--- config.mk ---
export PLATFORM = sky130hd
export DESIGN_NAME = seq_detect_prog
export DESIGN_NICKNAME = d
export VERILOG_FILES = /design/src/rtl/seq_det_pkg.sv /design/src/rtl/seq_shift_window.sv /design/src/rtl/seq_detect_prog.sv
export SDC_FILE = /design/constraint.sdc
export NUM_CORES = 1
export LEC_CHECK = 0
export ABC_AREA = 1
export CORE_MARGIN = 2
export CORE_UTILIZATION = 55
export CTS_CLUSTER_DIAMETER = 30
export DETAILED_ROUTE_END_ITERATION = 8
export GPL_TIMING_DRIVEN = 1
export PLACE_DENSITY = 0.83
export SLEW_MARGIN = 30
export SYNTH_ARGS = -nofsm -noshare
export SYNTH_HDL_FRONTEND = slang
export SYNTH_HIERARCHICAL = 1
export SYNTH_SLANG_ARGS = --single-unit
--- constraint.sdc ---
create_clock -name clk -period 3 [get_ports clk]
set_clock_uncertainty 0.2 [all_clocks]
set_input_delay 0.6 -clock clk [delete_from_list [all_inputs] [get_ports clk]]
set_output_delay 0.6 -clock clk [all_outputs]
set_load 0.01 [all_outputs]
--- src/rtl/seq_det_pkg.sv ---
// rtl/seq_det_pkg.sv - shared constants and helpers for the programmable sequence detector
package seq_det_pkg;

  localparam logic MODE_OVERLAP = 1'b1;
  localparam logic MODE_NONOVL  = 1'b0;

  function automatic int fill_width(input int pat_len);
    return (pat_len < 2) ? 1 : $clog2(pat_len);
  endfunction

endpackage

--- src/rtl/seq_shift_window.sv ---
// rtl/seq_shift_window.sv - history shift register of past valid bits with a saturating fill count
module seq_shift_window
  import seq_det_pkg::*;
#(
  parameter int W = 3
) (
  input  logic         clk,
  input  logic         rst,
  input  logic         shift_en,
  input  logic         bit_in,
  input  logic         restart,
  output logic [W-1:0] window,
  output logic         full
);

  localparam int FW = fill_width(W + 1);
  localparam logic [FW-1:0] FILL_MAX = FW'(W);

  logic [W-1:0]  window_q, window_d;
  logic [FW-1:0] fill_q, fill_d;

  // restart only clears the fill; stale window bits are ignored until refilled
  always_comb begin
    window_d = window_q;
    fill_d   = fill_q;
    if (shift_en) begin
      window_d = W'({window_q, bit_in});
      if (fill_q != FILL_MAX) fill_d = fill_q + 1'b1;
    end
    if (restart) fill_d = '0;
  end

  always_ff @(posedge clk or posedge rst) begin
    if (rst) begin
      window_q <= '0;
      fill_q   <= '0;
    end else begin
      window_q <= window_d;
      fill_q   <= fill_d;
    end
  end

  assign window = window_q;
  assign full   = (fill_q == FILL_MAX);

endmodule

--- src/rtl/seq_detect_prog.sv ---
// rtl/seq_detect_prog.sv - runtime-programmable serial pattern detector with saturating match counter
module seq_detect_prog
  import seq_det_pkg::*;
#(
  parameter int          PAT_LEN = 4,
  parameter logic [31:0] PAT_RST = 32'b1101,
  parameter int          CNT_W   = 8
) (
  input  logic               clk,
  input  logic               rst,
  input  logic               seq,
  input  logic               seq_vld,
  input  logic               overlap,
  input  logic [PAT_LEN-1:0] pat_in,
  input  logic               pat_load,
  input  logic               cnt_clr,
  output logic               tick,
  output logic [CNT_W-1:0]   match_cnt,
  output logic               cnt_sat
);

  if (PAT_LEN < 2 || PAT_LEN > 32) begin : g_bad_len
    $error("seq_detect_prog: PAT_LEN must be within 2..32");
  end
  if ((PAT_RST >> PAT_LEN) != 32'd0) begin : g_bad_rst
    $error("seq_detect_prog: PAT_RST does not fit in PAT_LEN bits");
  end

  logic [PAT_LEN-1:0] pattern_q, pattern_d;
  logic [PAT_LEN-2:0] window;
  logic [PAT_LEN-1:0] cand;
  logic [CNT_W-1:0]   cnt_q, cnt_d;
  logic               sat_q;
  logic               full, hit, shift_en, restart, ovl_mode;

  assign ovl_mode = overlap ? MODE_OVERLAP : MODE_NONOVL;
  assign shift_en = seq_vld & ~pat_load;
  assign cand     = {window, seq};
  assign hit      = shift_en & full & (cand == pattern_q);
  assign restart  = pat_load | (hit & (ovl_mode == MODE_NONOVL));

  seq_shift_window #(.W(PAT_LEN - 1)) u_window (
    .clk      (clk),
    .rst      (rst),
    .shift_en (shift_en),
    .bit_in   (seq),
    .restart  (restart),
    .window   (window),
    .full     (full)
  );

  // clear has priority over a concurrent hit
  always_comb begin
    pattern_d = pat_load ? pat_in : pattern_q;
    cnt_d     = cnt_q;
    if (cnt_clr)              cnt_d = '0;
    else if (hit && !(&cnt_q)) cnt_d = cnt_q + 1'b1;
  end

  always_ff @(posedge clk or posedge rst) begin
    if (rst) begin
      pattern_q <= PAT_LEN'(PAT_RST);
      cnt_q     <= '0;
      sat_q     <= 1'b0;
    end else begin
      pattern_q <= pattern_d;
      cnt_q     <= cnt_d;
      sat_q     <= &cnt_d;
    end
  end

  assign tick      = hit & ~rst;
  assign match_cnt = cnt_q;
  assign cnt_sat   = sat_q;

endmodule
# After elaboration in Yosys (flattened, before gate mapping)
# Cells that the tools add are included.
# op_classes
n_eq_ne	3
n_reduce_logical	7
n_mux	6
add_sub_neg	2
bitwise	9
# ops
cell	count
two-way mux 8 bit	2
AND reduction 8 bit	2
adder 8 x 1 -> 8 bit (second input constant)	1
two-way mux 2 bit	3
AND 1 bit	5
== test 4 bit	1
nonzero test 2 bit	2
NOT 1 bit	3
adder 2 x 1 -> 2 bit (second input constant)	1
== test 2 bit (second input constant)	1
inequality test 2 bit (second input constant)	1
AND reduction 2 bit	1
logical AND 1 bit	1
logical NOT 1 bit	1
two-way mux 1 bit	1
OR 1 bit	1
# totals
input_bits	11
regBits	18
wordCells	32

# Longest topological paths before layout
# logic_depth
ltp_word	8
depth_mapped	12
depth_no_buf	12

# Hierarchy
# The synthesis kept the hierarchy.
# by_module_without_submodules
module	area_each_um2	n_inst	seq_area_each_um2	cells_each
seq_detect_prog	958.4	1	329.1	136
seq_shift_window	236.5	1	125.1	28

# Least setup slack after synthesis
# Ideal clock, no wire load.
# synth_timing
path_kind	input port to output port
from	in pat_load
to	out tick
t_required_ns	2.200
path_buffers	1
arrival_ns	1.300
slack_ns	0.900
path_stages	6
path_cell_list	buf_6 > nor2_8 > nand2_2 > nor2_4 > nand3_2 > nor2_1
# synth_between
elab_chain_cells	5
# synth_rtl
element	line_no	rtl
start: declaration	seq_detect_prog.sv:15	input logic pat_load,
NOT 1 bit	seq_detect_prog.sv:37	assign shift_en = seq_vld & ~pat_load;
AND 1 bit	seq_detect_prog.sv:37	
via shift_en	seq_detect_prog.sv:34	logic full, hit, shift_en, restart, ovl_mode;
AND 1 bit (2 in a row)	seq_detect_prog.sv:39	assign hit = shift_en & full & (cand == pattern_q);
AND 1 bit	seq_detect_prog.sv:72	assign tick = hit & ~rst;
end: declaration	seq_detect_prog.sv:17	output logic tick,
# The timed path passes the listed nets, and every way through them passes these cells.

# Worst setup path after layout
# layout_timing
from	in seq
to	out tick
# layout_between
elab_chain_cells	3
# layout_rtl
element	line_no	rtl
start: declaration	seq_detect_prog.sv:11	input logic seq,
== test 4 bit	seq_detect_prog.sv:39	
AND 1 bit	seq_detect_prog.sv:39	
AND 1 bit	seq_detect_prog.sv:72	
# No other way between the ends.

==> impl_results.md <==
- Worst vdd ir: 0.0002609 V
- Count leader, synth: nand2_1
- Critical path data required time: 2200 ps
- Nets: 205
- IO Port Bufs: 20
- Post-synthesis cell area: 0.001195 mm2
- Post-CTS Setup Repair Bufs: 0
- Row cnt: 16
- #FFs+latches synth: 18
- # diodes: 0
- Die Span Y: 50.61 um
- CP Capture Type: output port
- Total core area: 0.002002 mm2
- Synth area leader: dfrtp_1
- Via density: 5.179
- WHS Path Cells: 2
- Syn Nets: 177
- RSZ-0062 raised after global routing: false
- # IOs: 21
- Power, Total: 0.0004827 W
- Setup slack, reg-to-reg: 1050 ps
- Number of global-route vias before repair: 1047
- CP arrival: 1760 ps
- CTS tree: built
- CP Class: input pin to output port
- Register area share after synthesis: 38.01%
- Clk buf depth: 2
- Slew HR: 66.83%
- Avg WL per Cell: 11.99 um
- Final period utilization: 85.24%
- Die W: 50.61 um
- Pleak: 0.7792 nW
- EDFF count, synth: 0
- Placed insts: 214
- Final Util: 73.75%
- Number of max-cap violations: 0
- Worst setup SP type: input pin
- Overflow after GRT: 0
- R2r worst-path depth: 11
- Worst Hold Class: register to register
- Post-synth top cells: 51 x nand2_1, 30 x inv_1, 15 x dfrtp_1, 14 x nor2_1, 10 x nand3_1
- Clock Latency Late Sink: 290 ps
- Router iterations before antenna repair: 4
- Setup TNS: 0 ps
- CP max FO: 3
- Slew Viols, Final: 0
- Hold Vio Cnt, Final: 0
- Synth warn: 6
- # DRC: 0
- Tmin final: 2557 ps
- Most used DFF post-synth: dfrtp_1
- Antenna-violating nets left: 0
- Gr usage total: 23.84%
- 1st-iter DRT viols: 37
- Layout cells sized above 1: 15.18%
- H-tree depth: 1
- DRT Wirelength: 2.613 mm
- CTS root buf: clkbuf_4
- Initial core utilization: 59.69%
- CTS Sinks: 18
- Die footprint: 0.002561 mm2
- Largest cells by area after synthesis: dfrtp_1 31%, nand2_1 16%, inv_1 9.4%, dfstp_2 6.6%, nor2_1 4.4%
- First-pass GRT wire length: 4.602 mm
- Fin cells: 218
- Top cell type's share of synthesized area: 31.41%
- Crit. Startpoint: seq
- Synth Instances: 164
- Async SR Flop Fraction: 100.0%
- Largest net degree at the start of global routing: 14
- Power Dens Cells: 326.9 mW/mm2
- GP Congestion: 0.9128
- CTS Buf Count: 3
- Final setup viols: 0
- R2r endpoint: cnt_sat$_DFF_PP0_
- Vias: 1129
- Synth Area per Inst: 7.286 um2
- Fmax: 391.1 MHz
- Worst r2r src: u_window/fill_q[0]$_DFFE_PP0P_
- Distinct cell type count after synthesis: 23
- Post-detail-place hpwl: 2.093 mm
- Crit path capture: tick
- Area Growth Syn to Fin: 23.56%
- Slew @ Worst Pin: 497.0 ps
- CTS clk-pin slew, worst paths: 100 ps
- Initial antenna violation count: 0
- Outcome: completed
- Min Hold Slack: 313.3 ps
per-layer routing:
metal,vias to the layer above,GRT usage (%),share of wire (%)
met3,7,3.869,4.2
met4,0,7.207,1.4
li1,562,-,-
met2,33,39.47,50
met5,-,0,0
met1,527,32.05,45
sequential cells by signal, indices dropped and copies added (netlist names):
register         count
cnt_sat              1
match_cnt            8
pattern_q            4
u_window/fill_q      2
u_window/window      3
placed cells by master, fill, tap and decap left out, types with 5 or more instances in the layout:
cell type	Yosys	final
clkdlybuf4s50_1	0	19
nand2_2	5	5
nor2_1	14	14
nand3_1	10	10
o21ai_0	5	5
nand3_2	5	5
dfrtp_1	15	15
inv_1	30	30
nand2_1	51	51
worst min-delay path by stage:
stage | to | from | slack, ps
global route | pattern_q[2]$_DFFE_PP1P_ | pattern_q[2]$_DFFE_PP1P_ | 350
detailed placement | pattern_q[2]$_DFFE_PP1P_ | pattern_q[2]$_DFFE_PP1P_ | 290
finish | pattern_q[2]$_DFFE_PP1P_ | pattern_q[2]$_DFFE_PP1P_ | 310
CTS | pattern_q[2]$_DFFE_PP1P_ | pattern_q[2]$_DFFE_PP1P_ | 310
floorplan | u_window/fill_q[0]$_DFFE_PP0P_ | rst | 180
global placement | pattern_q[2]$_DFFE_PP1P_ | pattern_q[2]$_DFFE_PP1P_ | 290
worst max-delay path, cell delays in order:
cell             delay (ps)
clkdlybuf4s50_1         500
inv_1                    50
nand2_1                  70
nand2_1                  80
nor2_4                  130
nand3_2                  80
nor2_1                   90
dlymetal6s2s_1          160
per-stage QoR:
stage | instance area [um2] | setup WS [ps]
2_1_floorplan | 1195 | 899.5
3_5_place_dp | 1448 | 48.21
4_1_cts | 1474 | 50.14
3_3_place_gp | 1448 | 95.63
5_1_grt | 1476 | 318.5
6_report | 1476 | 442.9
cell families (layout without fill, tap and decap cells):
kind of cell | after synthesis | after routing | share of synthesized area [%]
AOI/OAI and AO/OA | 12 | 12 | 5.236
DFF | 18 | 18 | 38.01
adders and majority gates | 2 | 2 | 2.094
xor gates and xnor gates | 2 | 2 | 1.466
and+or+nand+nor | 96 | 96 | 41.88
buffers and inverters | 34 | 61 | 11.31
cell type report:
cell class	instances	area (um2)
Fill cell	170	525.5
Timing Repair Buffer	24	232.7
Tap cell	27	33.78
Inverter	33	123.9
Sequential cell	18	454.2
Multi-Input combinational cell	112	605.6
Clock buffer	4	26.28
repair_timing:
action | CTS | global route
endpoints found under the setup margin | 0 | 1
hold buffers | 0 | 0
gates resized for setup | 0 | 1
power by group:
group	total (W)	internal, W	switching [W]
sequential	0.000271	0.000259	0.0000122
combinational	0.0000848	0.0000347	0.0000501
clock	0.000127	0.0000518	0.0000749
total	0.000483	0.000345	0.000137
No activity file was read; power rests on OpenSTA's default activity.
